File: src/rtl/l2_bus_arbiter_pkg.sv
// Shared types for the L2 bus arbiter slice.
//   mem_bus_req_t  : L1 -> L2 request (load/store strobes, address, write data)
//   mem_bus_resp_t : L2 -> L1 response (ready pulse, read data)
//   arb_owner_t    : which master owns (or last owned) the L2 port
//   arb_state_t    : arbiter FSM states
//   req_active()   : a request is active when it asks for a load or a store
package l2_bus_arbiter_pkg;

    localparam int MEM_ADDR_W = 32;
    localparam int MEM_DATA_W = 32;

    typedef struct packed {
        logic                  mem_req_load;
        logic                  mem_req_store;
        logic [MEM_ADDR_W-1:0] addr;
        logic [MEM_DATA_W-1:0] data_out;
    } mem_bus_req_t;

    typedef struct packed {
        logic                  mem_ready;
        logic [MEM_DATA_W-1:0] mem_data;
    } mem_bus_resp_t;

    typedef enum logic {
        OWNER_I = 1'b0,
        OWNER_D = 1'b1
    } arb_owner_t;

    typedef enum logic [1:0] {
        ARB_IDLE    = 2'd0,
        ARB_GRANT   = 2'd1,
        ARB_RELEASE = 2'd2
    } arb_state_t;

    function automatic logic req_active(input mem_bus_req_t r);
        return r.mem_req_load | r.mem_req_store;
    endfunction

endpackage

File: src/rtl/l2_bus_arbiter_rr_pick2.sv
// Combinational two-way round-robin pick.
// Ports:
//   act_i, act_d : request-active bits of master 0 (I) and master 1 (D)
//   last_owner   : master that held the port most recently (0 = I, 1 = D)
//   winner       : chosen master (0 = I, 1 = D); holds last_owner when nobody asks
//   valid        : at least one master is active
module l2_bus_arbiter_rr_pick2
    import l2_bus_arbiter_pkg::*;
(
    input  logic act_i,
    input  logic act_d,
    input  logic last_owner,
    output logic winner,
    output logic valid
);

    always_comb begin
        valid = act_i | act_d;
        if (act_i && act_d) begin
            // Contention: the master that did not go last wins.
            winner = ~last_owner;
        end else if (act_d) begin
            winner = OWNER_D;
        end else if (act_i) begin
            winner = OWNER_I;
        end else begin
            winner = last_owner;
        end
    end

endmodule

File: src/rtl/l2_bus_arbiter.sv
// Shares the single L2 port between the instruction-side and data-side L1 caches.
// One grant covers a whole transaction: it is held until L2 pulses mem_ready (or the
// owner withdraws its request), followed by a one-cycle RELEASE in which nothing is
// forwarded so the owner's registered request drop becomes visible.
//
// Optional build macro: ARB_STATS_EN adds saturating statistics counters and ports.
//
// Ports:
//   clock, reset      : rising-edge clock, synchronous active-high reset
//   req_i / resp_i    : I-side L1 request in / response out
//   req_d / resp_d    : D-side L1 request in / response out
//   req_l2 / resp_l2  : request out to L2 / response in from L2
//   busy              : high in GRANT or RELEASE
//   owner             : current or last owner (0 = I, 1 = D)
//   stat_grants_i/_d  : grants per master            (ARB_STATS_EN only)
//   stat_wait         : cycles a non-owner waited    (ARB_STATS_EN only)
//   state_dbg         : FSM state (arb_state_t encoding) for observation
//
// Handshake: a master is active while mem_req_load | mem_req_store is high and keeps
// its request stable until it sees mem_ready; mem_ready is a one-cycle pulse from L2,
// forwarded combinationally to the owner only, and only in GRANT.
module l2_bus_arbiter
    import l2_bus_arbiter_pkg::*;
#(
    parameter logic RESET_PRIO = 1'b1,
    parameter int   STAT_WIDTH = 32
) (
    input  logic          clock,
    input  logic          reset,
    input  mem_bus_req_t  req_i,
    output mem_bus_resp_t resp_i,
    input  mem_bus_req_t  req_d,
    output mem_bus_resp_t resp_d,
    output mem_bus_req_t  req_l2,
    input  mem_bus_resp_t resp_l2,
    output logic          busy,
    output logic          owner,
`ifdef ARB_STATS_EN
    output logic [STAT_WIDTH-1:0] stat_grants_i,
    output logic [STAT_WIDTH-1:0] stat_grants_d,
    output logic [STAT_WIDTH-1:0] stat_wait,
`endif
    output logic [1:0]    state_dbg
);

    localparam logic [1:0] S_IDLE    = ARB_IDLE;
    localparam logic [1:0] S_GRANT   = ARB_GRANT;
    localparam logic [1:0] S_RELEASE = ARB_RELEASE;

    logic [1:0]   state_q, state_d;
    logic         owner_q, owner_d;
    logic         act_i, act_d;
    logic         pick_winner, pick_valid;
    logic         in_grant;
    logic         owner_act;
    mem_bus_req_t owner_req;

    assign act_i     = req_active(req_i);
    assign act_d     = req_active(req_d);
    assign owner_req = (owner_q == OWNER_D) ? req_d : req_i;
    assign owner_act = req_active(owner_req);
    assign in_grant  = (state_q == S_GRANT);

    l2_bus_arbiter_rr_pick2 u_pick (
        .act_i      (act_i),
        .act_d      (act_d),
        .last_owner (owner_q),
        .winner     (pick_winner),
        .valid      (pick_valid)
    );

    always_comb begin
        state_d = state_q;
        owner_d = owner_q;
        case (state_q)
            S_IDLE: begin
                if (pick_valid) begin
                    owner_d = pick_winner;
                    state_d = S_GRANT;
                end
            end
            S_GRANT: begin
                // Ready ends the transaction; a withdrawn request abandons it.
                if (resp_l2.mem_ready || !owner_act) begin
                    state_d = S_RELEASE;
                end
            end
            S_RELEASE: state_d = S_IDLE;
            default:   state_d = S_IDLE;
        endcase
    end

    always_ff @(posedge clock) begin
        if (reset) begin
            state_q <= S_IDLE;
            owner_q <= ~RESET_PRIO;
        end else begin
            state_q <= state_d;
            owner_q <= owner_d;
        end
    end

    // Only GRANT forwards anything; IDLE and RELEASE present an all-zero request.
    always_comb begin
        req_l2 = '0;
        if (in_grant) begin
            req_l2 = owner_req;
        end
        resp_i.mem_data  = resp_l2.mem_data;
        resp_d.mem_data  = resp_l2.mem_data;
        resp_i.mem_ready = in_grant && (owner_q == OWNER_I) && resp_l2.mem_ready;
        resp_d.mem_ready = in_grant && (owner_q == OWNER_D) && resp_l2.mem_ready;
    end

    assign busy      = (state_q != S_IDLE);
    assign owner     = owner_q;
    assign state_dbg = state_q;

`ifdef ARB_STATS_EN
    logic [STAT_WIDTH-1:0] grants_i_q, grants_i_d;
    logic [STAT_WIDTH-1:0] grants_d_q, grants_d_d;
    logic [STAT_WIDTH-1:0] wait_q, wait_d;
    logic                  non_owner_act;

    assign non_owner_act = (owner_q == OWNER_D) ? act_i : act_d;

    // All counters saturate at all-ones instead of wrapping.
    always_comb begin
        grants_i_d = grants_i_q;
        grants_d_d = grants_d_q;
        wait_d     = wait_q;
        if ((state_q == S_IDLE) && pick_valid) begin
            if (pick_winner == OWNER_D) begin
                if (grants_d_q != '1) grants_d_d = grants_d_q + 1'b1;
            end else begin
                if (grants_i_q != '1) grants_i_d = grants_i_q + 1'b1;
            end
        end
        if (busy && non_owner_act && (wait_q != '1)) begin
            wait_d = wait_q + 1'b1;
        end
    end

    always_ff @(posedge clock) begin
        if (reset) begin
            grants_i_q <= '0;
            grants_d_q <= '0;
            wait_q     <= '0;
        end else begin
            grants_i_q <= grants_i_d;
            grants_d_q <= grants_d_d;
            wait_q     <= wait_d;
        end
    end

    assign stat_grants_i = grants_i_q;
    assign stat_grants_d = grants_d_q;
    assign stat_wait     = wait_q;
`else
    // Counters are compiled out; the width parameter only has to be sane.
    if (STAT_WIDTH < 1) begin : g_stat_width_unused
    end
`endif

    // Load and store together is illegal on this bus; it is forwarded unchanged.
    a_no_load_and_store: assert property (@(posedge clock) disable iff (reset)
        in_grant |-> !(owner_req.mem_req_load && owner_req.mem_req_store));

endmodule

File: config.mk
export PLATFORM = sky130hd
export DESIGN_NAME = l2_bus_arbiter
export DESIGN_NICKNAME = d
export VERILOG_FILES = /design/src/rtl/l2_bus_arbiter_pkg.sv /design/src/rtl/l2_bus_arbiter_rr_pick2.sv /design/src/rtl/l2_bus_arbiter.sv
export SDC_FILE = /design/constraint.sdc
export NUM_CORES = 1
export LEC_CHECK = 0
export BUFFER_PORTS_ARGS = -buffer_cell sky130_fd_sc_hd__buf_2
export CAP_MARGIN = 20
export CORE_AREA = 2 2 117 119
export CTS_BUF_LIST = sky130_fd_sc_hd__clkbuf_4
export CTS_CLUSTER_SIZE = 25
export DETAILED_ROUTE_END_ITERATION = 8
export DIE_AREA = 0 0 119 121
export HOLD_SLACK_MARGIN = 0.1
export PLACE_DENSITY = 0.56
export REMOVE_ABC_BUFFERS = 1
export SLEW_MARGIN = 20
export SYNTH_ARGS = -nofsm -noshare
export SYNTH_HDL_FRONTEND = slang
export SYNTH_SLANG_ARGS = --single-unit
File: constraint.sdc
create_clock -name clock -period 1.9 [get_ports clock]
set_input_delay 0.475 -clock clock [delete_from_list [all_inputs] [get_ports clock]]
set_output_delay 0.475 -clock clock [all_outputs]
set_load 0.005 [all_outputs]
==> metrics.txt <==
number of distinct library cells after synthesis 18; clock-pin slew on the worst setup and hold paths 0.04 ns; category of the worst setup path launch point flip-flop; critical-path maximum fanout 21; Final Max Tran Viols 0; global router's overall resource usage 10.8%; asr flop ratio synth 0%; global-route wire length before repair 11400 µm; fraction of final layout cells with drive strength greater than 1 60.9%; CTS sink cnt 3; HPWL reported at the end of detailed placement 7670 µm; total via count in the routed design 2022; Clock H-tree levels 1; initial drt markers 64; Max Fclk 0.543 GHz; ant diodes 0; antenna violations before repair 0; most used flip-flop cell after synthesis dfxtp_1; CTS tree done; Final #Nets 536; post-synthesis sequential element count 3; total number of yosys warnings 0; data arrival time at the worst-slack endpoint 1.36 ns; setup repair after global routing missed its margin yes; via density per instance 3.72; CP endpoint kind primary output; relative area change from synthesis to final layout 51.8%; largest cells by area after synthesis mux2i_1 40%, buf_4 32%, nor2_1 16%; I/O Buffers 206; placement row count 42; clock skew after layout 0.00101 ns; # IOs 303; final worst slack 0.0601 ns; Critical Setup Path Class flip-flop to primary output; ratio of total power to cell area 379 nW/µm²; number of enable-type register cells in the synthesized netlist 0; Num CTS Buffers 3; static leakage 0.00138 µW; worst hold slack across all endpoints 0.432 ns; Filler Cell Count 1499; placed cells 537; area taken by flip-flops and latches 63.8 µm²; fraction of the mapped netlist area in compound gates 1.83%; status finished clean; area of the die 14400 µm²; area share of fa/ha/maj cells after synthesis 0%; Final Cycle Share 96.8%; cell at the root of the clock tree clkbuf_4; final setup vio count 0; core occupancy in the finished layout 19.0%; non-filler instance count after layout 544; Hold Fails Final Rpt 0; Hold/Removal Path Class primary input to flip-flop; cts-stage hold buffer count 0; sequential-to-total area share from yosys stat 3.67%; combined area of the multi-input logic cells 1020 µm²; Post-Synthesis Cell Area 1640 µm²; DRT Pass-1 Iters 4; Max Root-Sink Buffers 2; most common cell after layout, fill and taps aside buf_2; Synth Area in Simple Gates 18.9%; largest family of logic cells by synthesized area multiplexers; starting utilization of the core area 12.5%; gp weighted congestion 0.867; core box area 13100 µm²; peak supply drop 0.000133 V; total congestion overflow after global routing 0; horizontal die dimension 119 µm; latest clock arrival within the worst-skew pair 0.24 ns; worst endpoint required time 1.42 ns; portion of synthesized cell area occupied by the leading cell type 40.3%; routed len/inst 16.6 µm; post-layout total power 943 µW; multiplexer share of the synthesized area 40.3%; maximum number of pins on one net before global-route repair 50; parity-gate share of the synthesized area counting xor and xnor cells 0%; final antenna-violating net count 0; post-synthesis cell count 230; number of global-route vias before repair 1807; die extent in y 121 µm; largest area contributor in the synthesized netlist mux2i_1; Slew @ Worst Pin 0.288 ns; # DRC 0; Final Routed Wirelength 9020 µm; top library cells by usage in the layout, fill and taps aside 206 x buf_2, 69 x nor2_1, 64 x mux2i_1; max_slew headroom 80.7%; pre-CTS worst setup slack 0.215 ns; number of max-cap violations 0; Final min period 1.84 ns; Avg Inst Size Synth 7.12 µm²
power by group:
| part | total [µW] | internal [µW] | switching, µW |
|---|---|---|---|
| sequential | 89.1 | 70.4 | 18.7 |
| clock | 129 | 93.1 | 36.3 |
| combinational | 724 | 401 | 323 |
through the flow:
stage	setup TNS [ns]	cell area (µm²)
floorplan	-101.75	1060
global placement	0	2390
detailed placement	0	2390
CTS	-0.0331	2430
global route	-0.0253	2490
finish	0	2490
cells in the mapped netlist, types with 2 or more instances:
| library cell | n |
|---|---|
| clkbuf_1 | 3 |
| nor3_1 | 2 |
| buf_2 | 5 |
| dfxtp_1 | 3 |
| buf_4 | 70 |
| a21oi_1 | 2 |
| mux2i_1 | 66 |
| nor2_1 | 69 |
layer usage:
| layer | global-route usage (%) | routed length [µm] |
|---|---|---|
| met5 | 5.88 | 79 |
| met4 | 1.34 | 38 |
| met3 | 11.1 | 1880 |
| met2 | 15.7 | 4030 |
| met1 | 10.9 | 2990 |
critical path: stages (launching register included):
cell	delay, ns
dfxtp_4	0.46
buf_12	0.22
mux2i_1	0.26
nor2_1	0.05
buf_2	0.12
registers in the layout, summed over array words and instances (netlist names):
signal and flops:
state_dbg 2, owner 1
cells by family after synthesis:
kind of cell	count (synthesis)
compound gates	5
buf+inv	80
flops	3
mux	66
simple gates	76
layout make-up:
type | instances | share of cell area, %
repair buffers | 214 | 46.4
multi-input cells | 147 | 41.0
well taps | 176 | 8.86
flip-flops and latches | 3 | 2.57
clock buffers | 4 | 1.21
repair_timing:
| item | CTS | global route |
|---|---|---|
| gates resized for setup | 2 | 2 |
| pin swaps | 0 | 1 |
| gates cloned | 0 | 1 |
| setup endpoints to repair | 1 | 36 |
| setup buffers | 0 | 2 |
path summary, 6_finish.rpt:
kind                                    from            to  slack [ns]  cells after the start
worst max-delay path                   owner    req_l2[12]        0.06                      4
worst min-delay path                   reset         owner        0.43                      2
worst max register to register         owner  state_dbg[0]        0.60                      4
worst min register to register  state_dbg[1]  state_dbg[0]        0.57                      2
Power figures use the tool's default switching activity.
